<file path="src/rtl/muldiv_unit.sv">
// Iterative multiply/divide unit for the DLX EX stage.
// It does one shift-add or restoring-divide step per cycle, then a sign fix-up, then a one-cycle done pulse.
module muldiv_unit #(
    parameter int XLEN = 32
) (
    input  logic            clk,
    input  logic            reset_n,
    input  logic            start,
    input  logic [1:0]      op,
    input  logic [XLEN-1:0] a,
    input  logic [XLEN-1:0] b,
    input  logic            flush,
    output logic            busy,
    output logic            done,
    output logic [XLEN-1:0] result_lo,
    output logic [XLEN-1:0] result_hi,
    output logic            div_by_zero
);

    localparam int CW = $clog2(XLEN) + 1;

    typedef enum logic [1:0] {IDLE, RUN, FIX, DONE} state_t;

    state_t          state_q, state_d;
    logic [CW-1:0]   count_q, count_d;
    logic [2*XLEN:0] acc_q, acc_d;
    logic [XLEN-1:0] opnd_q, opnd_d;
    logic            is_div_q, is_div_d;
    logic            neg_res_q, neg_res_d;
    logic            neg_rem_q, neg_rem_d;
    logic [XLEN-1:0] result_lo_q, result_lo_d;
    logic [XLEN-1:0] result_hi_q, result_hi_d;
    logic            dbz_q, dbz_d;

    logic            neg_a, neg_b;
    logic [XLEN-1:0] mag_a, mag_b;
    logic [XLEN:0]   mul_sum;
    logic [2*XLEN:0] mul_next;
    logic [XLEN:0]   div_shift;
    logic [XLEN+1:0] div_diff;
    logic [2*XLEN:0] div_next;
    logic [2*XLEN-1:0] prod_fixed;
    logic [XLEN-1:0] quot_fixed, rem_fixed;

    assign neg_a = op[0] & a[XLEN-1];
    assign neg_b = op[0] & b[XLEN-1];
    assign mag_a = neg_a ? -a : a;
    assign mag_b = neg_b ? -b : b;

    // Multiply: the upper XLEN+1 bits accumulate, and the low half holds the multiplier and shifts out.
    assign mul_sum  = acc_q[2*XLEN:XLEN] + (acc_q[0] ? {1'b0, opnd_q} : '0);
    assign mul_next = {1'b0, mul_sum, acc_q[XLEN-1:1]};

    // Divide: the upper half is the partial remainder, and the low half shifts the dividend out and the quotient in.
    assign div_shift = acc_q[2*XLEN-1:XLEN-1];
    assign div_diff  = {1'b0, div_shift} - {2'b00, opnd_q};
    assign div_next  = {div_diff[XLEN+1] ? div_shift : div_diff[XLEN:0],
                        acc_q[XLEN-2:0], ~div_diff[XLEN+1]};

    assign prod_fixed = neg_res_q ? -acc_q[2*XLEN-1:0] : acc_q[2*XLEN-1:0];
    assign quot_fixed = neg_res_q ? -acc_q[XLEN-1:0] : acc_q[XLEN-1:0];
    assign rem_fixed  = neg_rem_q ? -acc_q[2*XLEN-1:XLEN] : acc_q[2*XLEN-1:XLEN];

    always_comb begin
        // NOTE: every _d starts from its _q so no path through this block can infer a latch.
        state_d     = state_q;
        count_d     = count_q;
        acc_d       = acc_q;
        opnd_d      = opnd_q;
        is_div_d    = is_div_q;
        neg_res_d   = neg_res_q;
        neg_rem_d   = neg_rem_q;
        result_lo_d = result_lo_q;
        result_hi_d = result_hi_q;
        dbz_d       = dbz_q;

        case (state_q)
            IDLE: begin
                if (start && !flush) begin
                    is_div_d  = op[1];
                    neg_res_d = op[0] & (a[XLEN-1] ^ b[XLEN-1]);
                    neg_rem_d = neg_a;
                    count_d   = '0;
                    if (op[1] && b == '0) begin
                        result_lo_d = '1;
                        result_hi_d = a;
                        dbz_d       = 1'b1;
                        state_d     = DONE;
                    end else begin
                        acc_d   = {{(XLEN+1){1'b0}}, op[1] ? mag_a : mag_b};
                        opnd_d  = op[1] ? mag_b : mag_a;
                        state_d = RUN;
                    end
                end
            end
            RUN: begin
                if (flush) begin
                    state_d = IDLE;
                end else begin
                    acc_d   = is_div_q ? div_next : mul_next;
                    count_d = count_q + 1'b1;
                    if (count_q == CW'(XLEN - 1)) state_d = FIX;
                end
            end
            FIX: begin
                if (flush) begin
                    state_d = IDLE;
                end else begin
                    if (is_div_q) begin
                        result_lo_d = quot_fixed;
                        result_hi_d = rem_fixed;
                    end else begin
                        {result_hi_d, result_lo_d} = prod_fixed;
                    end
                    dbz_d   = 1'b0;
                    state_d = DONE;
                end
            end
            DONE:    state_d = IDLE;
            default: state_d = IDLE;
        endcase
    end

    always_ff @(posedge clk or negedge reset_n) begin
        if (!reset_n) begin
            state_q     <= IDLE;
            count_q     <= '0;
            acc_q       <= '0;
            opnd_q      <= '0;
            is_div_q    <= 1'b0;
            neg_res_q   <= 1'b0;
            neg_rem_q   <= 1'b0;
            result_lo_q <= '0;
            result_hi_q <= '0;
            dbz_q       <= 1'b0;
        end else begin
            state_q     <= state_d;
            count_q     <= count_d;
            acc_q       <= acc_d;
            opnd_q      <= opnd_d;
            is_div_q    <= is_div_d;
            neg_res_q   <= neg_res_d;
            neg_rem_q   <= neg_rem_d;
            result_lo_q <= result_lo_d;
            result_hi_q <= result_hi_d;
            dbz_q       <= dbz_d;
        end
    end

    assign busy        = (state_q != IDLE);
    assign done        = (state_q == DONE);
    assign result_lo   = result_lo_q;
    assign result_hi   = result_hi_q;
    assign div_by_zero = dbz_q;

endmodule

</file>
<file path="config.mk">
export PLATFORM = sky130hd
export DESIGN_NAME = muldiv_unit
export DESIGN_NICKNAME = d
export VERILOG_FILES = /design/src/rtl/muldiv_unit.sv
export SDC_FILE = /design/constraint.sdc
export NUM_CORES = 1
export LEC_CHECK = 0
export CAP_MARGIN = 5
export CORE_ASPECT_RATIO = 0.6
export CORE_MARGIN = 3
export CORE_UTILIZATION = 40
export CTS_CLUSTER_DIAMETER = 40
export DETAILED_ROUTE_END_ITERATION = 8
export SYNTH_ARGS = -nofsm -noshare
export SYNTH_HDL_FRONTEND = slang
export SYNTH_SLANG_ARGS = --single-unit
</file>
<file path="constraint.sdc">
create_clock -name clk -period 7.2 [get_ports clk]
set_clock_uncertainty 0.15 [all_clocks]
set_input_delay 0.72 -clock clk [delete_from_list [all_inputs] [get_ports clk]]
set_output_delay 0.72 -clock clk [all_outputs]
set_load 0.1 [all_outputs]
</file>
# Word-level counts from Yosys, hierarchy flattened

Index checks and enable logic that the tools add are counted.

Input bits: 70
Output and inout port bits: 67
Register bits after elaboration: 173

Reduce and logical (&&, ||, !) cells: 14
Bitwise gates (word level): 6
Add/subtract/negate cells: 8
Equality and inequality tests: 10
Muxes and demuxes: 37

Operator list:

| operator                                            | count |
|---|---|
| 2-to-1 mux 32 bit                                   | 15 |
| 2-to-1 mux 65 bit                                   | 4 |
| case mux 65 bit (2 select lines)                    | 1 |
| negator 32 bit                                      | 4 |
| case mux 32 bit (2 select lines)                    | 2 |
| 2-to-1 mux 64 bit                                   | 1 |
| negator 64 bit                                      | 1 |
| subtractor 33 x 32 -> 34 bit                        | 1 |
| adder 33 x 32 -> 33 bit                             | 1 |
| 2-to-1 mux 33 bit                                   | 1 |
| logical NOT 32 bit                                  | 1 |
| 2-to-1 mux 6 bit                                    | 2 |
| case mux 6 bit (2 select lines)                     | 1 |
| 2-to-1 mux 2 bit                                    | 5 |
| inequality test 2 bit, second input constant        | 5 |
| case mux 2 bit (4 select lines)                     | 1 |
| AND reduction 4 bit                                 | 2 |
| adder 6 x 1 -> 6 bit, second input constant         | 1 |
| equality test 6 x 5 -> 1 bit, second input constant | 1 |
| AND reduction 3 bit                                 | 2 |
| nonzero test 2 bit                                  | 3 |
| equality test 2 bit, second input constant          | 2 |
| AND reduction 2 bit                                 | 2 |
| bitwise AND 1 bit                                   | 3 |
| 9 further kinds                                     | 13 |

# Depth between registers and ports, before layout

Word-level depth: 6
Depth in mapped cells: 14
Mapped depth without buffers: 13

# Least setup slack after synthesis

No wires, ideal clock.

Path type: register to register
Start: register acc_q[0]
End: register acc_q[51]
Required time: 6.916 ns
Setup time: 0.134 ns
Data arrival time: 3.110 ns
Stages on the path, launching flop included: 14
Path buffers: 1
Period minus slack after synthesis: 3.394 ns
Path slack: 3.806 ns
Path through: dfrtp_1 inv_1 clkbuf_1 nor2_1 ha_1 o21a_1 o31a_1 o2111a_1 or3_1 a31o_2 a2111oi_1 nor3_1 o21ai_0 o211ai_1

Longest elaborated chain between the ends: 5

Ends and longest elaborated chain:

| element                          | RTL line | RTL |
|---|---|---|
| start, declared                  | 26       | `logic [2*XLEN:0] acc_q, acc_d;` |
| start signal, assigned           | 128      | `acc_q <= '0;` |
| start signal, assigned           | 139      | `acc_q <= acc_d;` |
| 2-to-1 mux 32 bit                | 51       | `assign mul_sum = acc_q[2*XLEN:XLEN] + (acc_q[0] ? {1'b0, opnd_q} : '0);` |
| adder 33 x 32 -> 33 bit          | 51       |  |
| 2-to-1 mux 65 bit                | 100      | `acc_d = is_div_q ? div_next : mul_next;` |
| 2-to-1 mux 65 bit                | 97       | `if (flush) begin` |
| case mux 65 bit (2 select lines) | 77       | `case (state_q)` |

Every way passes these cells. The select of a mux whose other input is x is not followed.
A chain may end at the register's enable or synchronous reset.

# Worst setup path in the final report

Start: register acc_q[44]
End: register acc_q[56]

Longest elaborated chain between the ends: 5

Ends and longest elaborated chain:

| element                              | RTL line | RTL |
|---|---|---|
| subtractor 33 x 32 -> 34 bit         | 56       | `assign div_diff = {1'b0, div_shift} - {2'b00, opnd_q};` |
| 2-to-1 mux 33 bit                    | 57       | `assign div_next = {div_diff[XLEN+1] ? div_shift : div_diff[XLEN:0],` |
| 2-to-1 mux 65 bit (*)                | 100      |  |
| 2-to-1 mux 65 bit (*)                | 97       |  |
| case mux 65 bit (2 select lines) (*) | 77       |  |

Every way passes the cells marked *; elsewhere a longest branch is shown, timed or not. The select of a mux whose other input is x is not followed.

==> summary.md <==
| Metric | Value |
|---|---|
| Status | `finished, final reports clean` |
| Hold Buf Count CTS | `0` |
| Reg2reg end | `acc_q[56]` |
| DRT Wirelength | `60000 um` |
| I/O Buffers | `136` |
| Die H | `157 um` |
| I/O Pins | `137` |
| Bufs on Longest Clock Path | `2` |
| First-pass GRT wire length | `88500 um` |
| Setup violations, final | `0` |
| FMAX | `0.213 GHz` |
| Flop2flop setup slack | `2.49 ns` |
| Worst slew pin tran | `1.14 ns` |
| Largest net degree at the start of global routing | `105` |
| Worst EP required | `7.41 ns` |
| NetSw | `5.27 mW` |
| Max incr delay on CP | `0.80 ns` |
| Pre-antenna DRT Iters | `7` |
| Clk pin slew, worst setup/hold paths | `0.08 ns` |
| Ys Warns | `0` |
| CP max FO | `18` |
| Unrepaired setup endpoints after global routing | `false` |
| Crit-path slowest cell | `and2_1` |
| Synthesized area per cell | `7.83 sq um` |
| Total number of vias | `15.5k` |
| Register area share after synthesis | `28.5%` |
| CP endpoint | `acc_q[56]` |
| Yosys reg bits | `173` |
| Final Max Slew Viols | `0` |
| Syn-to-layout area delta | `14.6%` |
| Yosys cell types | `88` |
| Sequential fraction of design power | `21.7%` |
| Top cell type's share of synthesized area | `28.5%` |
| Vias in the first global route | `13.8k` |
| Post-synth EDFFs | `0` |
| Synth area leader | `dfrtp_1` |
| Fin crit share | `65.4%` |
| Antenna Cells | `0` |
| DP Cell Count | `2482` |
| FP Rows | `54` |
| Fillers | `3638` |
| Drt initial violations | `2036` |
| Clk pwr share | `10.8%` |
| Slew HR | `23.7%` |
| P_int | `3.84 mW` |
| Peak VDD IR | `0.243 mV` |
| Crit path arrival time | `4.91 ns` |
| Hold Violations, Final | `0` |
| Post_cts resized | `0` |
| Vias/cell | `6.16` |
| Final net count | `2138` |
| WL per Instance | `23.9 um` |
| Routed Antenna Nets | `0` |
| Leak pwr | `7.35 nW` |
| All-Layer GR Usage | `29.1%` |
| Chip width | `257 um` |
| Synth top cells by count | `215 x nor2_1, 188 x nand2_1, 184 x o21ai_0` |
| Cell Chain, Critical Path | `ha_1, a21oi_1, o211ai_1, a211oi_1, o21ai_0, o21a_1, o21ai_1, buf_4, and2_1, o31ai_1, a221o_1` |
| CTS tree | `done` |
| Synth Net Count | `2079` |
| Root Driver | `clkbuf_16` |
| Final Core Density | `47.2%` |
| Global route total overflow | `0` |
| Top-count cell post-synth | `nor2_1` |
| Initial cell density of the core | `41.2%` |
| Final HPWL DP | `47200 um` |
| Mapped Cells | `1938` |
| Core area | `0.0368 sq mm` |
| Setup Buffers After CTS | `0` |
| H-tree levels | `4` |
| Ys flop type | `dfrtp_1` |
| Gate power share | `67.5%` |
| Async SR Flop Fraction | `100%` |
| Synth top area cells | `dfrtp_1 29%, o21ai_0 6.1%, a21oi_1 5.9%` |
| Final TNS setup | `0 ns` |
| WHS | `0.214 ns` |
| CTS Buf Count | `17` |
| Worst reg2reg path depth | `11` |
| Dpl ws | `2.22 ns` |
| Antenna violations before repair | `2` |
| Reg2Reg Launch Point | `acc_q[44]` |
| Residual DRC | `0` |
| Worst setup EP type | `flop` |
| Clk Latency, worst-skew pair | `0.46 ns` |
| Worst min-delay path category | `primary input to asynchronous set/reset pin` |
| Max-Cap Viols | `0` |
| Full die area | `0.0404 sq mm` |
| Layout cells sized above 1 | `5.22%` |
| Pwr Density | `524 mW/mm^2` |
| Min Tclk post-route | `4.71 ns` |
| Net Sw Frac | `57.9%` |
| Final WS setup | `2.49 ns` |
| Worst Setup SP | `acc_q[44]` |
| Worst Setup Path Type | `flop to flop` |
| Mapped Area | `0.0152 sq mm` |
| CP startpoint kind | `flop` |
| Post-route insts no fill | `2514` |
| CTS sink cnt | `173` |
| GP Congestion | `0.982` |
power groups by stage:
stage	registers (mW)	logic (mW)	clock network, mW
finish	1.98	6.15	0.980
global route	2.02	6.56	1.02
CTS	1.95	6.03	0.983
detailed placement	1.96	6.00	0
global placement	1.96	5.95	0
floorplan	2.97	3.25	0
registers in the layout, indices dropped and copies added (netlist names):
signal / cells
acc_q: 65
count_q: 6
div_by_zero: 1
is_div_q: 1
neg_rem_q: 1
neg_res_q: 1
opnd_q: 32
result_hi: 32
result_lo: 32
state_q: 2
final cells by class:
class | instances | area (sq um) | area share, %
flip-flops and latches | 173 | 4330 | 24.9
clock buffers | 17 | 425 | 2.45
multi-input cells | 1576 | 10000 | 57.8
well taps | 504 | 631 | 3.63
repair buffers | 158 | 1530 | 8.77
inverters | 71 | 267 | 1.53
clock inverters | 15 | 156 | 0.900
critical path: cells and delay by family (launching register included):
family | cells | cell delay [ns]
AND/OR/NAND/NOR | 1 | 0.80
AO/OA/AOI/OAI | 8 | 2.30
flip-flops | 1 | 0.68
buffers and inverters | 1 | 0.25
adder cells (fa/ha/maj) | 1 | 0.41
layout by cell type (no fill, tap or decap), drive strengths merged, types with 17 or more instances in the layout:
cell type,synthesis,final
o21ai,191,191
nand3,26,26
ha,69,69
a21o,41,41
nand2,189,189
a21oi,179,179
nor4,21,21
dfrtp,173,173
clkbuf,82,17
a22oi,23,23
buf,36,24
clkdlybuf4s50,0,134
nand4,17,17
o31ai,26,26
xor2,69,69
xnor2,99,99
a211oi,21,21
nor2,216,216
a31oi,56,56
or3,17,17
inv,70,77
nor3,53,53
mux2i,63,63
worst min-delay path by stage:
stage	start	endpoint
2_1_floorplan	reset_n	acc_q[0]
3_3_place_gp	result_hi[10]	result_hi[10]
3_5_place_dp	result_lo[24]	result_lo[24]
4_1_cts	reset_n	result_lo[28]
5_1_grt	reset_n	count_q[4]
6_report	reset_n	count_q[4]
routing by layer:
layer | vias to the layer above | GRT usage (%) | routed length, um
met5 | - | 0 | 13
met4 | 2 | 5.98 | 899
met3 | 67 | 12.9 | 8830
met2 | 827 | 35.0 | 21100
met1 | 7432 | 45.6 | 29200
li1 | 7148 | - | -
cells by family after synthesis:
| kind of cell | Yosys count | share of synthesized area [%] |
|---|---|---|
| buffers and inverters | 189 | 5.36 |
| AOI/OAI and AO/OA | 651 | 26.6 |
| xor gates and xnor gates | 168 | 9.90 |
| adders and majority gates | 71 | 5.96 |
| DFF | 173 | 28.5 |
| and+or+nand+nor | 614 | 18.8 |
| muxes | 72 | 4.83 |
per-stage QoR:
step / cell area (sq um) / power, mW
global route: 17400 / 9.61
global placement: 16800 / 7.91
finish: 17400 / 9.11
CTS: 17400 / 8.96
detailed placement: 16800 / 7.97
floorplan: 15200 / 6.22
Power figures use the tool's default switching activity.
